**src/rtl/apb3_simplebus_bridge.sv**
```systemverilog
// ---------------------------------------------------------------------------
// apb3_simplebus_bridge
//
// APB3 slave that turns every APB access into exactly one transaction on the
// RAM's cmd/rsp bus (valid/ready command, valid-only response). The APB access
// phase is stretched (PREADY low) until the command is accepted and, for
// reads, until the response data returns. A cycle counter aborts an access
// with PSLVERR when the slave does not complete within TIMEOUT_CYCLES.
//
// Ports:
//   io_mainClk                  clock, rising edge
//   resetCtrl_systemReset       synchronous active-high reset
//   io_apb_PADDR/PSEL/PENABLE/PWRITE/PWDATA   APB3 request
//   io_apb_PREADY/PRDATA/PSLVERR               APB3 completion (registered)
//   io_bus_cmd_valid/ready      command handshake
//   io_bus_cmd_payload_*        command payload (write, address, data, mask)
//   io_bus_rsp_valid/payload_data  read response
// ---------------------------------------------------------------------------
module apb3_simplebus_bridge #(
    parameter int ADDR_WIDTH     = 16,
    parameter int TIMEOUT_CYCLES = 255
) (
    input  logic                  io_mainClk,
    input  logic                  resetCtrl_systemReset,
    input  logic [ADDR_WIDTH-1:0] io_apb_PADDR,
    input  logic                  io_apb_PSEL,
    input  logic                  io_apb_PENABLE,
    input  logic                  io_apb_PWRITE,
    input  logic [31:0]           io_apb_PWDATA,
    output logic                  io_apb_PREADY,
    output logic [31:0]           io_apb_PRDATA,
    output logic                  io_apb_PSLVERR,
    output logic                  io_bus_cmd_valid,
    input  logic                  io_bus_cmd_ready,
    output logic                  io_bus_cmd_payload_write,
    output logic [31:0]           io_bus_cmd_payload_address,
    output logic [31:0]           io_bus_cmd_payload_data,
    output logic [3:0]            io_bus_cmd_payload_mask,
    input  logic                  io_bus_rsp_valid,
    input  logic [31:0]           io_bus_rsp_payload_data
);

    // Counter must be able to hold TIMEOUT_CYCLES: a read that fires on the
    // last allowed CMD cycle gets one WAIT_RSP cycle with the count at that value.
    localparam int               CNT_W    = $clog2(TIMEOUT_CYCLES + 1);
    localparam logic [CNT_W-1:0] CNT_LAST = CNT_W'(TIMEOUT_CYCLES - 1);
    localparam logic [CNT_W-1:0] CNT_ONE  = CNT_W'(1);
    localparam logic [CNT_W-1:0] CNT_ZERO = CNT_W'(0);

    typedef enum logic [1:0] {
        S_IDLE     = 2'd0,
        S_CMD      = 2'd1,
        S_WAIT_RSP = 2'd2,
        S_DONE     = 2'd3
    } state_t;

    state_t           state_q,     state_d;
    logic [CNT_W-1:0] cnt_q,       cnt_d;
    logic             pready_q,    pready_d;
    logic [31:0]      prdata_q,    prdata_d;
    logic             pslverr_q,   pslverr_d;
    logic             cmd_valid_q, cmd_valid_d;
    logic             write_q,     write_d;
    logic [31:0]      addr_q,      addr_d;
    logic [31:0]      data_q,      data_d;
    logic [3:0]       mask_q,      mask_d;

    logic apb_access_s;
    logic cmd_fire_s;
    logic timeout_s;

    assign apb_access_s = io_apb_PSEL & io_apb_PENABLE;
    assign cmd_fire_s   = cmd_valid_q & io_bus_cmd_ready;
    // The count reaches CNT_LAST in the TIMEOUT_CYCLES-th cycle spent in CMD/WAIT_RSP.
    assign timeout_s    = (cnt_q >= CNT_LAST);

    // State and output/payload registers with synchronous reset.
    always_ff @(posedge io_mainClk) begin
        if (resetCtrl_systemReset) begin
            state_q     <= S_IDLE;
            cnt_q       <= CNT_ZERO;
            pready_q    <= 1'b0;
            prdata_q    <= 32'h0000_0000;
            pslverr_q   <= 1'b0;
            cmd_valid_q <= 1'b0;
            write_q     <= 1'b0;
            addr_q      <= 32'h0000_0000;
            data_q      <= 32'h0000_0000;
            mask_q      <= 4'h0;
        end else begin
            state_q     <= state_d;
            cnt_q       <= cnt_d;
            pready_q    <= pready_d;
            prdata_q    <= prdata_d;
            pslverr_q   <= pslverr_d;
            cmd_valid_q <= cmd_valid_d;
            write_q     <= write_d;
            addr_q      <= addr_d;
            data_q      <= data_d;
            mask_q      <= mask_d;
        end
    end

    // Next-state logic; a completion in the timeout cycle takes precedence.
    always_comb begin
        state_d = state_q;
        case (state_q)
            S_IDLE: begin
                if (apb_access_s) begin
                    state_d = S_CMD;
                end else begin
                    state_d = S_IDLE;
                end
            end
            S_CMD: begin
                if (cmd_fire_s) begin
                    state_d = write_q ? S_DONE : S_WAIT_RSP;
                end else if (timeout_s) begin
                    state_d = S_DONE;
                end else begin
                    state_d = S_CMD;
                end
            end
            S_WAIT_RSP: begin
                if (io_bus_rsp_valid || timeout_s) begin
                    state_d = S_DONE;
                end else begin
                    state_d = S_WAIT_RSP;
                end
            end
            S_DONE:  state_d = S_IDLE;
            default: state_d = S_IDLE;
        endcase
    end

    // Next values of the registered outputs, payload and timeout counter.
    // PREADY/PSLVERR default low so they are high only in the DONE cycle.
    always_comb begin
        cnt_d       = cnt_q;
        pready_d    = 1'b0;
        pslverr_d   = 1'b0;
        prdata_d    = prdata_q;
        cmd_valid_d = cmd_valid_q;
        write_d     = write_q;
        addr_d      = addr_q;
        data_d      = data_q;
        mask_d      = mask_q;
        case (state_q)
            S_IDLE: begin
                if (apb_access_s) begin
                    cmd_valid_d = 1'b1;
                    write_d     = io_apb_PWRITE;
                    addr_d      = 32'(io_apb_PADDR) & 32'hFFFF_FFFC;
                    data_d      = io_apb_PWDATA;
                    mask_d      = io_apb_PWRITE ? 4'hF : 4'h0;
                    cnt_d       = CNT_ZERO;
                end else begin
                    cmd_valid_d = 1'b0;
                end
            end
            S_CMD: begin
                cnt_d = cnt_q + CNT_ONE;
                if (cmd_fire_s) begin
                    cmd_valid_d = 1'b0;
                    pready_d    = write_q;
                end else if (timeout_s) begin
                    cmd_valid_d = 1'b0;
                    pready_d    = 1'b1;
                    pslverr_d   = 1'b1;
                    prdata_d    = write_q ? prdata_q : 32'h0000_0000;
                end else begin
                    cmd_valid_d = 1'b1;
                end
            end
            S_WAIT_RSP: begin
                cnt_d = cnt_q + CNT_ONE;
                if (io_bus_rsp_valid) begin
                    prdata_d = io_bus_rsp_payload_data;
                    pready_d = 1'b1;
                end else if (timeout_s) begin
                    prdata_d  = 32'h0000_0000;
                    pready_d  = 1'b1;
                    pslverr_d = 1'b1;
                end else begin
                    prdata_d = prdata_q;
                end
            end
            S_DONE: begin
                cmd_valid_d = 1'b0;
            end
            default: begin
                cmd_valid_d = 1'b0;
            end
        endcase
    end

    assign io_apb_PREADY              = pready_q;
    assign io_apb_PRDATA              = prdata_q;
    assign io_apb_PSLVERR             = pslverr_q;
    assign io_bus_cmd_valid           = cmd_valid_q;
    assign io_bus_cmd_payload_write   = write_q;
    assign io_bus_cmd_payload_address = addr_q;
    assign io_bus_cmd_payload_data    = data_q;
    assign io_bus_cmd_payload_mask    = mask_q;

endmodule

```
**config.mk**
```make
export PLATFORM = sky130hd
export DESIGN_NAME = apb3_simplebus_bridge
export DESIGN_NICKNAME = d
export VERILOG_FILES = /design/src/rtl/apb3_simplebus_bridge.sv
export SDC_FILE = /design/constraint.sdc
export NUM_CORES = 1
export LEC_CHECK = 0
export CAP_MARGIN = 0
export CORE_UTILIZATION = 37
export DETAILED_ROUTE_END_ITERATION = 12
export GPL_TIMING_DRIVEN = 0
export HOLD_SLACK_MARGIN = 0.12
export PLACE_DENSITY = 0.81
export SETUP_SLACK_MARGIN = 0.15
export SYNTH_ARGS = -nofsm -noshare
export SYNTH_HDL_FRONTEND = slang
export SYNTH_SLANG_ARGS = --single-unit
```
**constraint.sdc**
```tcl
create_clock -name io_mainClk -period 1.7 [get_ports io_mainClk]
set_input_delay 0.17 -clock io_mainClk [delete_from_list [all_inputs] [get_ports io_mainClk]]
set_output_delay 0.17 -clock io_mainClk [all_outputs]
set_load 0.03 [all_outputs]
```
* Word-level counts from Yosys, hierarchy flattened *
Index checks and enable logic that the tools add are counted.

storage, ports and cells
  register bits after elaboration = 96
  bits of input ports = 87
  output and inout bits = 104
  word-level logic and storage cells = 57

cells by class
  add/sub/neg operators = 1
  magnitude comparators = 1
  equality and inequality tests = 8
  mux-type cells = 26
  bitwise gates (word level) = 2
  reductions and logical operators = 9

operators with widths
  operator                                                   count
  two-way mux 32 bit                                         5
  case mux 32 bit (2 select lines)                           1
  case mux 8 bit (2 select lines)                            1
  two-way mux 1 bit                                          11
  adder 8 x 1 -> 8 bit (second input constant)               1
  greater-or-equal comparator 8 bit (second input constant)  1
  two-way mux 8 bit                                          1
  inequality test 2 bit (second input constant)              4
  case mux 2 bit (4 select lines)                            1
  AND reduction 5 bit                                        1
  == test 2 bit (second input constant)                      2
  two-way mux 2 bit                                          2
  two-way mux 4 bit                                          1
  case mux 1 bit (2 select lines)                            2
  AND reduction 2 bit                                        2
  nonzero test 2 bit                                         2
  inequality test 3 bit (second input constant)              1
  case mux 1 bit (3 select lines)                            1
  nonzero test 3 bit                                         1
  AND 1 bit                                                  2
  == test 2 x 1 -> 1 bit (second input constant)             1
  zero test 2 bit                                            1
  OR reduction 2 bit                                         1
  logical OR 1 bit                                           1

* Depth between registers and ports, before layout *
  depth in word-level cells = 4
  depth in mapped cells = 9
  mapped depth without buffers = 6

* Worst setup path after synthesis *
OpenSTA, ideal clock, no wires.

  path kind = register to register
  from = register state_q[0]
  to = register cnt_q[6]
  setup time = 0.127 ns
  arrival = 1.597 ns
  data required time = 1.573 ns
  path slack = -0.024 ns
  stages on the path, launching flop included = 8
  period minus slack after synthesis = 1.724 ns
  cell sequence = dfxtp_1 -> inv_1 -> ha_1 -> nand2b_1 -> clkbuf_1 -> a2111o_1 -> xor2_1 -> nor2_1

on the way
  word-level cells in the longest chain between the ends = 4
  elaborated cells on any way between the ends = 8
  classes of those cells = 3 x eq/ne; 1 x mux; 4 x reduce/logical

ends and longest elaborated chain
  element                                                         RTL line  source
  start, declared                                                 57        state_t state_q, state_d;
  start signal, assigned                                          91        state_q <= state_d;
  == test 2 bit / == test 2 x 1 -> 1 bit (equally long branches)  148       case (state_q)
  OR reduction 2 bit (no line)                                    -
  nonzero test 2 bit (no line)                                    -
  AND reduction 2 bit (no line)                                   -
  end signal, assigned                                            92        cnt_q <= cnt_d;
  end, declared                                                   58        logic [CNT_W-1:0] cnt_q, cnt_d;

Parallel ways exist; a longest one is shown, timed or not.
A chain may end at the register's enable or synchronous reset.

* Final worst setup path *
  from = register cnt_q[1]
  to = register prdata_q[31] (netlist: io_apb_PRDATA[31])

on the way
  word-level cells in the longest chain between the ends = 3
  elaborated cells on any way between the ends = 4
  classes of those cells = 1 x order compare; 2 x eq/ne; 1 x reduce/logical

ends and longest elaborated chain
  element                                                                          RTL line  source
  greater-or-equal comparator 8 bit *                                              75        assign timeout_s = (cnt_q >= CNT_LAST);
  inequality test 3 bit (no line) / inequality test 2 bit (equally long branches)  -
  AND reduction 5 bit (no line) *                                                  -
  end signal, assigned                                                             94        prdata_q <= prdata_d;
  end, declared                                                                    60        logic [31:0] prdata_q, prdata_d;

Mark *: on every way between the ends. The rest lies on a longest branch, timed or not.

==> run summary <==
H-tree lvl count -> 3
max-cap violations -> 0
TritonCTS clock tree -> built
Fmax -> 564 MHz
startpoint types -> register
WL per Instance -> 13.4 um
Setup violations, final -> 33
delay of the slowest cell on the worst path -> 0.37 ns
Seq/Total Area, Yosys -> 47.2%
core area -> 10,300 sq um
RSZ-0062 raised after global routing -> yes
Post-route DRC -> 0
crit share post-route -> 104%
Die X -> 105 um
Power Density -> 703 nW/um^2
post-layout minimum cycle time -> 1.77 ns
Syn Area/Cell -> 8.54 sq um
Worst Hold Class -> input pin to register
Register Area -> 1860 sq um
Post-synth ARST share -> 0%
EDFF count, synth -> 0
total power -> 4.39 mW
final-report hold violation count -> 0
pins over their slew limit -> 0
nets@finish -> 761
die area -> 11,000 sq um
Cells after Synth -> 457
initial antenna violation count -> 0
Place WS -> -0.382 ns
clk_lat worst skew -> 0.36 ns
synth warn -> 0
crit-path cells -> ha_4 -> o211ai_1 -> or2_1 -> o22a_1 -> buf_8 -> buf_12 -> mux2i_2
Mapped Area -> 3900 sq um
slack of the critical path -> -0.0742 ns
grt ovf -> 0
initial DRC count -> 231
Data arrival, critical path -> 2.06 ns
area fraction of the dominant cell type after synthesis -> 47.2%
Crit. End Element -> register
Pre-antenna DRT Iters -> 4
Yosys reg bits -> 92
run status -> finished, violations left
Port Buffers -> 170
delay-heaviest family, CP -> compound AO/OA/AOI/OAI gates
vias in the first global route -> 3,672
first-pass GRT wire length -> 16,900 um
vias per cell -> 4.57
critical path peak fanout -> 7
static leakage -> 2.99 nW
CP required -> 1.99 ns
CTS root buffer -> clkbuf_8
Synth area leaders -> dfxtp_1 47%, nand2_1 13%, mux2i_1 8.2%
Detail Route Antenna Nets -> 0
chip height -> 105 um
failing checks -> setup timing
share of layout cells above drive strength 1 -> 13.7%
CP bufs+invs -> 2
Synth Flop Type -> dfxtp_1
Inserted Diodes -> 0
via count -> 3,686
IO Pins -> 191
Layout fillers -> 971
clk sinks -> 92
clock buffer depth -> 2
slowest cell on the critical path -> dfxtp_4
Multi-input gate area -> 1830 sq um
GP Congestion -> 0.814
dpl hpwl -> 7710 um
FP Rows -> 37
largest net degree at the start of global routing -> 17
Yosys cell types -> 36
final WL -> 10,800 um
peak supply drop -> 0.435 mV
clk slew on worst S/H paths -> 0.09 ns
crit path kind -> register to register
CTS buffer count -> 9
Starting Density -> 38.0%
GRT Total Usage -> 19.1%
synth-to-layout area growth -> 59.8%
clock skew -> 0.0139 ns
cell taking the most area after synthesis -> dfxtp_1
==> layer usage <==
layer,global-route usage (%),share of wire (%),wire (um),vias up
li1,-,-,-,1857
met1,22.2,42,4600,1696
met2,33.6,50,5460,127
met3,5.93,6.6,711,6
met4,5.53,0.74,80,0
met5,0,0,0,-
==> state kept, by name, indices dropped and copies added, names as in the netlist, named ones only <==
register / cells
io_apb_PSLVERR: 1
io_bus_cmd_payload_mask: 1
io_bus_cmd_valid: 1
io_bus_cmd_payload_address: 14
io_apb_PREADY: 1
cnt_q: 8
state_q: 1
io_apb_PRDATA: 32
io_bus_cmd_payload_data: 32
==> worst min-delay path, cell delays in order <==
cell	delay [ns]
clkdlybuf4s50_1	0.39
nand2_1	0.06
a21oi_1	0.05
==> final timing paths <==
check / cells after the start / slack (ns) / startpoint / end
max: 7 / -0.07 / cnt_q[1]$_SDFFE_PP0P_ / io_apb_PRDATA[31]$_SDFFE_PP0P_
min reg2reg: 2 / 0.45 / io_bus_cmd_payload_data[5]$_SDFFE_PP0P_ / io_bus_cmd_payload_data[5]$_SDFFE_PP0P_
max reg2reg: 7 / -0.07 / cnt_q[1]$_SDFFE_PP0P_ / io_apb_PRDATA[31]$_SDFFE_PP0P_
min: 3 / 0.35 / io_apb_PWDATA[20] / io_bus_cmd_payload_data[20]$_SDFFE_PP0P_
==> timing repair <==
action	4_1_cts	5_1_grt
setup endpoints to repair	167	94
pin swaps	4	5
resized for setup	111	30
hold buffers	0	0
hold endpoints to repair	0	0
cloned	1	2
setup buffers	7	1
==> stage by stage <==
step | instance area (sq um) | utilization (%) | hold slack [ns] | cells | setup TNS, ns
2_1_floorplan | 4020 | - | 0.306 | 474 | 0
6_report | 6240 | 60.7 | 0.349 | 807 | -1.36
4_1_cts | 6120 | 59.5 | 0.323 | 804 | 0
5_1_grt | 6240 | 60.7 | 0.330 | 807 | -4.19
3_5_place_dp | 5890 | 57.3 | 0.446 | 780 | -20.01
3_3_place_gp | 5890 | 57.3 | 0.442 | 780 | -15.70
==> cell usage in the layout, fill, tap and decap left out, types with 3 or more instances in the layout <==
master / count
a21oi_1: 54
buf_12: 3
buf_4: 35
clkbuf_1: 7
clkbuf_2: 5
clkbuf_4: 4
clkbuf_8: 12
clkdlybuf4s15_1: 4
clkdlybuf4s50_1: 84
clkinv_4: 3
conb_1: 18
dfxtp_1: 86
dfxtp_2: 3
dfxtp_4: 3
dlygate4sd2_1: 75
dlymetal6s2s_1: 7
ha_1: 4
mux2i_1: 31
nand2_1: 134
nand2b_1: 34
nand3_1: 7
nor2_1: 7
nor3_1: 3
o21ai_0: 3
xnor2_1: 4
==> cell usage after synthesis (2+ instances only) <==
| master | count |
|---|---|
| nand2_1 | 134 |
| dfxtp_1 | 92 |
| a21oi_1 | 54 |
| nand2b_1 | 34 |
| mux2i_1 | 32 |
| buf_4 | 22 |
| clkbuf_1 | 21 |
| ha_1 | 8 |
| nor2_1 | 8 |
| nand3_1 | 7 |
| inv_1 | 5 |
| buf_1 | 4 |
| xnor2_1 | 4 |
| buf_12 | 3 |
| nor2b_1 | 3 |
| nor3_1 | 3 |
| o21ai_0 | 3 |
| a211oi_1 | 2 |
==> area by class of cell <==
cell class | instances | area share [%]
repair buffers | 181 | 28.3
inverters | 5 | 0.421
well taps | 136 | 2.73
plain buffers | 51 | 6.44
multi-input cells | 326 | 29.4
clock buffers | 10 | 2.21
clock inverters | 6 | 0.762
flip-flops and latches | 92 | 29.8
==> where the power goes <==
part / internal, mW / leakage (nW) / switching [mW]
Sequential: 2.21 / 0.750 / 0.0336
Combinational: 0.367 / 2.15 / 0.397
Clock: 0.582 / 0.0928 / 0.795
Total: 3.16 / 2.99 / 1.23
==> kinds of logic after synthesis <==
group / share of synthesized area [%]
compound gates: 9.65
xor+xnor: 1.12
fa+ha+maj: 2.57
buf+inv: 8.95
flops: 47.2
mux: 8.50
other cells: 0.0961
simple gates: 21.9
Power figures use the tool's default switching activity.
